--- config.mk ---
export PLATFORM = sky130hd
export DESIGN_NAME = grf_mp
export DESIGN_NICKNAME = d
export VERILOG_FILES = /design/src/rtl/grf_mp.sv
export SDC_FILE = /design/constraint.sdc
export NUM_CORES = 2
export LEC_CHECK = 0
export BUFFER_PORTS_ARGS = -buffer_cell sky130_fd_sc_hd__buf_2
export CORE_MARGIN = 2
export CORE_UTILIZATION = 35
export CTS_CLUSTER_SIZE = 30
export DETAILED_ROUTE_END_ITERATION = 8
export GPL_TIMING_DRIVEN = 0
export PLACE_DENSITY_LB_ADDON = 0.1
export RECOVER_POWER = 100
export SLEW_MARGIN = 20
export SYNTH_ARGS = -nofsm -noshare
export SYNTH_HDL_FRONTEND = slang
export SYNTH_SLANG_ARGS = --single-unit
--- constraint.sdc ---
create_clock -name clk -period 10 [get_ports clk]
set_clock_uncertainty 0.2 [all_clocks]
set_input_delay 2 -clock clk [delete_from_list [all_inputs] [get_ports clk]]
set_output_delay 2 -clock clk [all_outputs]
set_load 0.005 [all_outputs]
--- src/rtl/grf_mp.sv ---
// grf_mp: multi-port register file with write-through bypass and a per-register pending-producer scoreboard; define GRF_TRACE_EN to print effective writes
module grf_mp #(
    parameter int DATA_W = 32,
    parameter int ADDR_W = 5,
    parameter int NUM_RD = 3,
    parameter int CNT_W  = 2
) (
    input  logic                     clk,
    input  logic                     reset,
    input  logic [NUM_RD*ADDR_W-1:0] rd_addr,
    output logic [NUM_RD*DATA_W-1:0] rd_data,
    output logic [NUM_RD-1:0]        rd_busy,
    input  logic                     wa_en,
    input  logic [ADDR_W-1:0]        wa_addr,
    input  logic [DATA_W-1:0]        wa_data,
    input  logic [31:0]              wa_pc,
    input  logic                     wa_retire,
    input  logic                     wb_en,
    input  logic [ADDR_W-1:0]        wb_addr,
    input  logic [DATA_W-1:0]        wb_data,
    input  logic [31:0]              wb_pc,
    input  logic                     wb_retire,
    input  logic                     iss_en,
    input  logic [ADDR_W-1:0]        iss_addr,
    output logic                     ovf
);
    localparam int DEPTH = 1 << ADDR_W;

    logic [DATA_W-1:0] regs [DEPTH];
    logic [DEPTH-1:0]  busy_vec;
    logic [DEPTH-1:0]  sat_vec;
    logic              wa_eff;
    logic              wb_eff;

    // B is dropped when A targets the same register in the same cycle
    assign wa_eff = wa_en && wa_addr != '0;
    assign wb_eff = wb_en && wb_addr != '0 && !(wa_eff && wa_addr == wb_addr);

    // register storage; register 0 is never written
    always_ff @(posedge clk) begin
        if (reset) begin
            for (int i = 0; i < DEPTH; i++) regs[i] <= '0;
        end else begin
            if (wa_eff) regs[wa_addr] <= wa_data;
            if (wb_eff) regs[wb_addr] <= wb_data;
        end
    end

    for (genvar r = 0; r < DEPTH; r++) begin : g_cnt
        logic [CNT_W-1:0] q;
        logic [CNT_W-1:0] nxt;
        logic             inc;
        logic [CNT_W:0]   dec;
        logic [CNT_W:0]   up;
        logic [CNT_W:0]   diff;
        assign inc  = (r != 0) && iss_en && iss_addr == ADDR_W'(r);
        assign dec  = (CNT_W+1)'(wa_en && wa_retire && wa_addr == ADDR_W'(r))
                    + (CNT_W+1)'(wb_en && wb_retire && wb_addr == ADDR_W'(r));
        assign up   = {1'b0, q} + (CNT_W+1)'(inc);
        assign diff = up - dec;
        assign sat_vec[r]  = inc && q == '1 && dec == '0;
        assign nxt  = sat_vec[r] ? '1 : (up <= dec ? '0 : diff[CNT_W-1:0]);
        assign busy_vec[r] = q != '0;
        // pending-producer count, clamped at 0 and saturating at max
        always_ff @(posedge clk) begin
            if (reset) q <= '0;
            else       q <= nxt;
        end
    end

    // overflow flag is sticky until reset
    always_ff @(posedge clk) begin
        if (reset)         ovf <= 1'b0;
        else if (|sat_vec) ovf <= 1'b1;
    end

    for (genvar k = 0; k < NUM_RD; k++) begin : g_rd
        logic [ADDR_W-1:0] a;
        assign a = rd_addr[k*ADDR_W +: ADDR_W];
        assign rd_data[k*DATA_W +: DATA_W] = a == '0                   ? '0
                                           : (wa_en && wa_addr == a) ? wa_data
                                           : (wb_en && wb_addr == a) ? wb_data
                                           : regs[a];
        assign rd_busy[k] = a != '0 && busy_vec[a];
    end

`ifdef GRF_TRACE_EN
    // trace of effective writes, A before B
    always_ff @(posedge clk) begin
        if (!reset) begin
            if (wa_eff) $display("%d@%h: $%d <= %h", $time, wa_pc, wa_addr, wa_data);
            if (wb_eff) $display("%d@%h: $%d <= %h", $time, wb_pc, wb_addr, wb_data);
        end
    end
`else
    logic unused_pc;
    assign unused_pc = ^{wa_pc, wb_pc};
`endif
endmodule

* After elaboration in Yosys (flattened, before gate mapping)
Memories as Yosys holds them, arrays and structs flattened.
Index checks and enable logic that the tools add are counted.
** Storage, ports and cells
- Bits of input ports :: 165
- Register bits after elaboration :: 65
- Memories kept :: 1
- Output and inout port bits :: 100
- Memory bits (writable) :: 1024
- Word-level logic and storage cells :: 636
** Operators by class
- Eq/ne operators :: 131
- Order comparisons :: 35
- Reduce and logical (&&, ||, !) cells :: 250
- Add/subtract/negate cells :: 95
- Multiplexer cells :: 91
** Memory list
- regs :: depth 32, width 32, rd ports 3, clocked after memory_dff 0, write ports 32, RTL line 29 : logic [DATA_W-1:0] regs [DEPTH];
** Operator list (number)
- $mux 32 :: 11
- $eq 5x5->1 const B :: 48
- $logic_and 1x1->1 :: 172
- $mux 2 :: 62
- $eq 5x4->1 const B :: 24
- $add 2x1->3 :: 31
- $le 3x2->1 :: 31
- $logic_not 3->1 :: 31
- $add 1x1->2 :: 32
- $reduce_bool 2->1 :: 32
- $reduce_or 32->1 :: 2
- $sub 2x2->2 :: 32
- $eq 2x2->1 const B :: 31
- $eq 5x3->1 const B :: 12
- $eq 5x5->1 :: 7
- $reduce_or 31->1 :: 1
- $eq 5x2->1 const B :: 6
- $logic_not 5->1 :: 5
- $reduce_bool 5->1 :: 5
- $lt 5x6->1 const B :: 3
- $bmux 1 s5 :: 3
- $eq 5x1->1 const B :: 3
- $mux 1 :: 13
- $mux 5 :: 2
- 3 further kinds :: 3

* Logic depth before layout (Yosys ltp)
- Depth in word-level cells :: 10
- Depth in mapped cells :: 14
- Mapped depth without buffers :: 11

* Worst setup path before layout
No wires, ideal clock.
- Kind :: input to register
- Start point :: input wa_addr[2]
- End point :: memory regs[31][0], enable pin
- Path buffers :: 4
- Stages on the path :: 9
- Arrival :: 5.756 ns
- Setup slack :: 3.578 ns
- Data required time :: 9.334 ns
- Library setup time :: 0.466 ns
- Path through :: buf_2 -> or3_1 -> buf_2 -> o21ai_1 -> a211o_2 -> nand4_1 -> clkbuf_1 -> clkbuf_1 -> o21ai_0
** RTL lines
- from (decl) :: RTL line 14 : input logic [ADDR_W-1:0] wa_addr,
- to (decl) :: RTL line 29

* Worst setup path in the final report
- Start point :: input rd_addr[1]
- End point :: output rd_data[9]
** On the way
- Cells in the longest elaborated chain, start to end :: 5
- Elaborated cells between the ends (all ways) :: 9
- Those cells by class :: 2 x eq/ne; 3 x mux; 3 x reduce/logical; 1 x memory
** Ends and longest elaborated chain
- from (decl) :: RTL line 10 : input logic [NUM_RD*ADDR_W-1:0] rd_addr,
- parallel branches: the longest is 4 deep, another holds $mem_v2 32x32
- $mux 32 * :: RTL line 80 : assign rd_data[k*DATA_W +: DATA_W] = a == '0 ? '0
- to (decl) :: RTL line 11 : output logic [NUM_RD*DATA_W-1:0] rd_data,
Every way passes the cells marked *.

==> qor.yml <==
drt-initial-drc-count: 13270
finalHoldViolCount: 0
cts_buffer_depth: 3
slew_headroom_pct: -115.7
leakagePower_nw: 28.50
drv_slew: 732
clk_pin_slew_worst_paths_ns: 0.06
crit_top_cell: "clkbuf_1"
clockRootBuffer: "clkbuf_16"
overflow: 0
placed_area_um2: 83530
cts.sinks: 1087
cts_buffers: 141
fin_area_um2: 86170
core_um2: 217000
ios: 265
cts_tree: "done"
crit_type: "in -> out"
grt_pass1_vias: 67800
cp_top_family: "buffers and inverters"
grt.total_usage_pct: 41.02
finalNonFillerCells: 10420
worst_slew_pin_slew_ns: 3.202
drive_gt1_share_pct: 16.74
hp-class: "reg -> reg"
cp.arrival_ns: 7.63
vias: 72660
die_x_um: 471.2
end_kind: "output port"
path_cells: "clkbuf_1 > buf_2 > nand3b_1 > buf_6 > clkbuf_1 > o221ai_1 > a221oi_1 > nor4_1 > a221o_1 > clkbuf_1"
ir_worst_vdd_uv: 214.1
synthArstFlopShare_pct: 0
grt_pass1_wl_um: 610300
nets: 7763
tns_ns: 0
clkLatencyLatePin_ns: 0.84
final.period_utilization_pct: 98.28
syn-cell-area_um2: 76380
violations: "capacitance limit, slew limit"
dr.pass1.iters: 7
path_max_fanout: 10
htreeDepth: 4
area_growth_pct: 12.81
row_count: 171
crit_path_start_kind: "primary input"
drc_errors: 0
fin_crit_ns: 9.828
hold_ws_ns: 0.3797
hpwl_um: 361700
ys_seq_area_share_pct: 41.91
fmax_mhz: 101.7
die_h_um: 471.2
ant_nets: 0
max_stage_delay_ns: 1.11
die-area_um2: 222000
crit_slowest_cell: "nor4_1"
ctsResizeCount: 0
rsz0062_at_grt: "no"
io_buffers: 148
cap_violations: 72
final_util_pct: 39.72
start_util_pct: 35.21
fillers: 21350
setup_ws_ns: 0.1718
preCtsSetupSlack_ns: 1.398
place_congestion: 1.066
synthCells: 6990
setup_viol: 0
cp_num_buf_inv: 5
placed_cells: 10120
antenna_found_initial: 62
total_power_mw: 13.58
via_per_inst: 6.971
required_ns: 7.80
post_cts_buffers: 0
grt_max_degree: 21
powerDensity_nw_per_um2: 157.6
ys_warn_count: 0
synth_seq_cells: 1087
synthDistinctLibCells: 66
status: "complete, but fails checks"
synth-edff-count: 1024
wl_per_cell_um: 44.97
synthFlopType: "edfxtp_1"
cts_hold_buf: 0
syn_avg_cell_area_um2: 10.93
routed_wl_um: 468700
cells in the mapped netlist, drive strengths merged, types with 5 or more instances:
| master | number | area (µm²) |
|---|---|---|
| o21ai | 1081 | 5410 |
| and2 | 6 | 37.54 |
| mux4 | 592 | 13330 |
| xor2 | 12 | 105.1 |
| nor3b | 33 | 257.7 |
| mux2 | 97 | 1092 |
| a211oi | 97 | 728.2 |
| edfxtp | 1024 | 30750 |
| fa | 31 | 620.6 |
| a22o | 94 | 823.3 |
| nor2 | 159 | 616.8 |
| a221oi | 93 | 814.5 |
| clkbuf | 554 | 2081 |
| nand2 | 1367 | 5131 |
| nand2b | 13 | 81.33 |
| ha | 155 | 1939 |
| o211ai | 23 | 172.7 |
| nand3b | 5 | 37.54 |
| o21a | 9 | 67.56 |
| xnor2 | 22 | 192.7 |
| and3 | 9 | 56.30 |
| buf | 240 | 1365 |
| a2111oi | 6 | 52.55 |
| or3b | 7 | 61.31 |
| nor2b | 12 | 75.07 |
| o311ai | 5 | 43.79 |
| mux2i | 390 | 3904 |
| dfxtp | 63 | 1261 |
| o221ai | 187 | 1638 |
| nor3 | 29 | 145.1 |
| nand4b | 6 | 52.55 |
| a21oi | 79 | 395.4 |
| nand4 | 8 | 50.05 |
| nand3 | 52 | 260.3 |
| o22ai | 14 | 87.58 |
| nor4 | 100 | 625.6 |
| or2 | 7 | 43.79 |
| or3 | 33 | 206.5 |
| a221o | 94 | 940.9 |
| inv | 154 | 578.1 |
state kept, by name (all words and copies together), names as in the netlist:
name	flops
ovf	1
g_cnt.q	62
regs	1024
path summary, 6_finish.rpt:
check | startpoint | to | slack, ns | cells past startpoint
setup reg to reg | g_cnt[24].q[1] | ovf | 8.04 | 5
hold / removal | g_cnt[29].q[0] | g_cnt[29].q[0] | 0.38 | 2
hold reg to reg | g_cnt[29].q[0] | g_cnt[29].q[0] | 0.38 | 2
setup / recovery | rd_addr[1] | rd_data[9] | 0.17 | 10
cell usage in the layout (no fill, tap or decap), types with 32 or more instances in the layout:
| cell type | netlist | layout |
|---|---|---|
| a22o_1 | 94 | 94 |
| or3_1 | 33 | 33 |
| a211oi_1 | 97 | 97 |
| clkbuf_16 | 0 | 147 |
| buf_1 | 78 | 55 |
| dfxtp_1 | 63 | 63 |
| a21oi_1 | 79 | 79 |
| clkbuf_1 | 553 | 685 |
| mux2i_1 | 390 | 390 |
| diode_2 | 0 | 42 |
| nand2_1 | 1367 | 1367 |
| o21ai_0 | 1010 | 1071 |
| mux4_2 | 592 | 592 |
| edfxtp_1 | 1024 | 1024 |
| buf_2 | 101 | 190 |
| conb_1 | 1 | 32 |
| mux2_2 | 97 | 97 |
| clkbuf_2 | 1 | 58 |
| a221o_1 | 94 | 94 |
| inv_1 | 154 | 154 |
| a221oi_1 | 93 | 93 |
| nor4_1 | 100 | 100 |
| o221ai_1 | 187 | 187 |
| nand3_1 | 52 | 52 |
| ha_1 | 155 | 155 |
| nor2_1 | 151 | 146 |
| buf_4 | 32 | 34 |
cell type report:
class	instances	area [µm²]	share of cell area (%)
inverter	154	578.1	0.6709
clock inverter	93	957.2	1.111
tap	2854	3571	4.144
antenna	42	105.1	0.1220
clock buffer	165	3746	4.348
timing repair buffer	248	1240	1.439
multi-input combinational	4986	40510	47.01
buffer	794	3451	4.005
sequential	1087	32010	37.15
worst reg2reg max path, cell delays in order (launching register included):
cell and delay [ns]:
dfxtp_1 0.35, nand3_1 0.13, o22ai_1 0.12, o21bai_1 0.46, nor4bb_1 0.41, a31oi_1 0.15
kinds of logic (layout without fill, tap and decap cells):
kind of cell,Yosys count,in the layout,synth area share (%)
flops,1087,1087,41.91
fa+ha+maj,186,186,3.352
other cells,1,74,0.004910
compound gates,1797,1797,14.80
xor+xnor,34,34,0.3899
buf+inv,948,1454,5.268
mux,1079,1079,24.00
simple gates,1858,1858,10.28
per-layer routing:
| layer | track usage (%) | vias to the layer above | share of wire [%] |
|---|---|---|---|
| li1 | - | 27820 | - |
| met1 | 52.09 | 36930 | 37 |
| met2 | 56.74 | 6383 | 40 |
| met3 | 18.84 | 1496 | 15 |
| met4 | 23.97 | 34 | 7.4 |
| met5 | 1.493 | - | 0.16 |
power breakdown:
group / switching, mW / internal, mW
Combinational: 1.85 / 0.859
Clock: 2.29 / 3.14
Sequential: 0.191 / 5.25
Total: 4.33 / 9.26
Note: power is estimated with default switching activity, not from simulation.
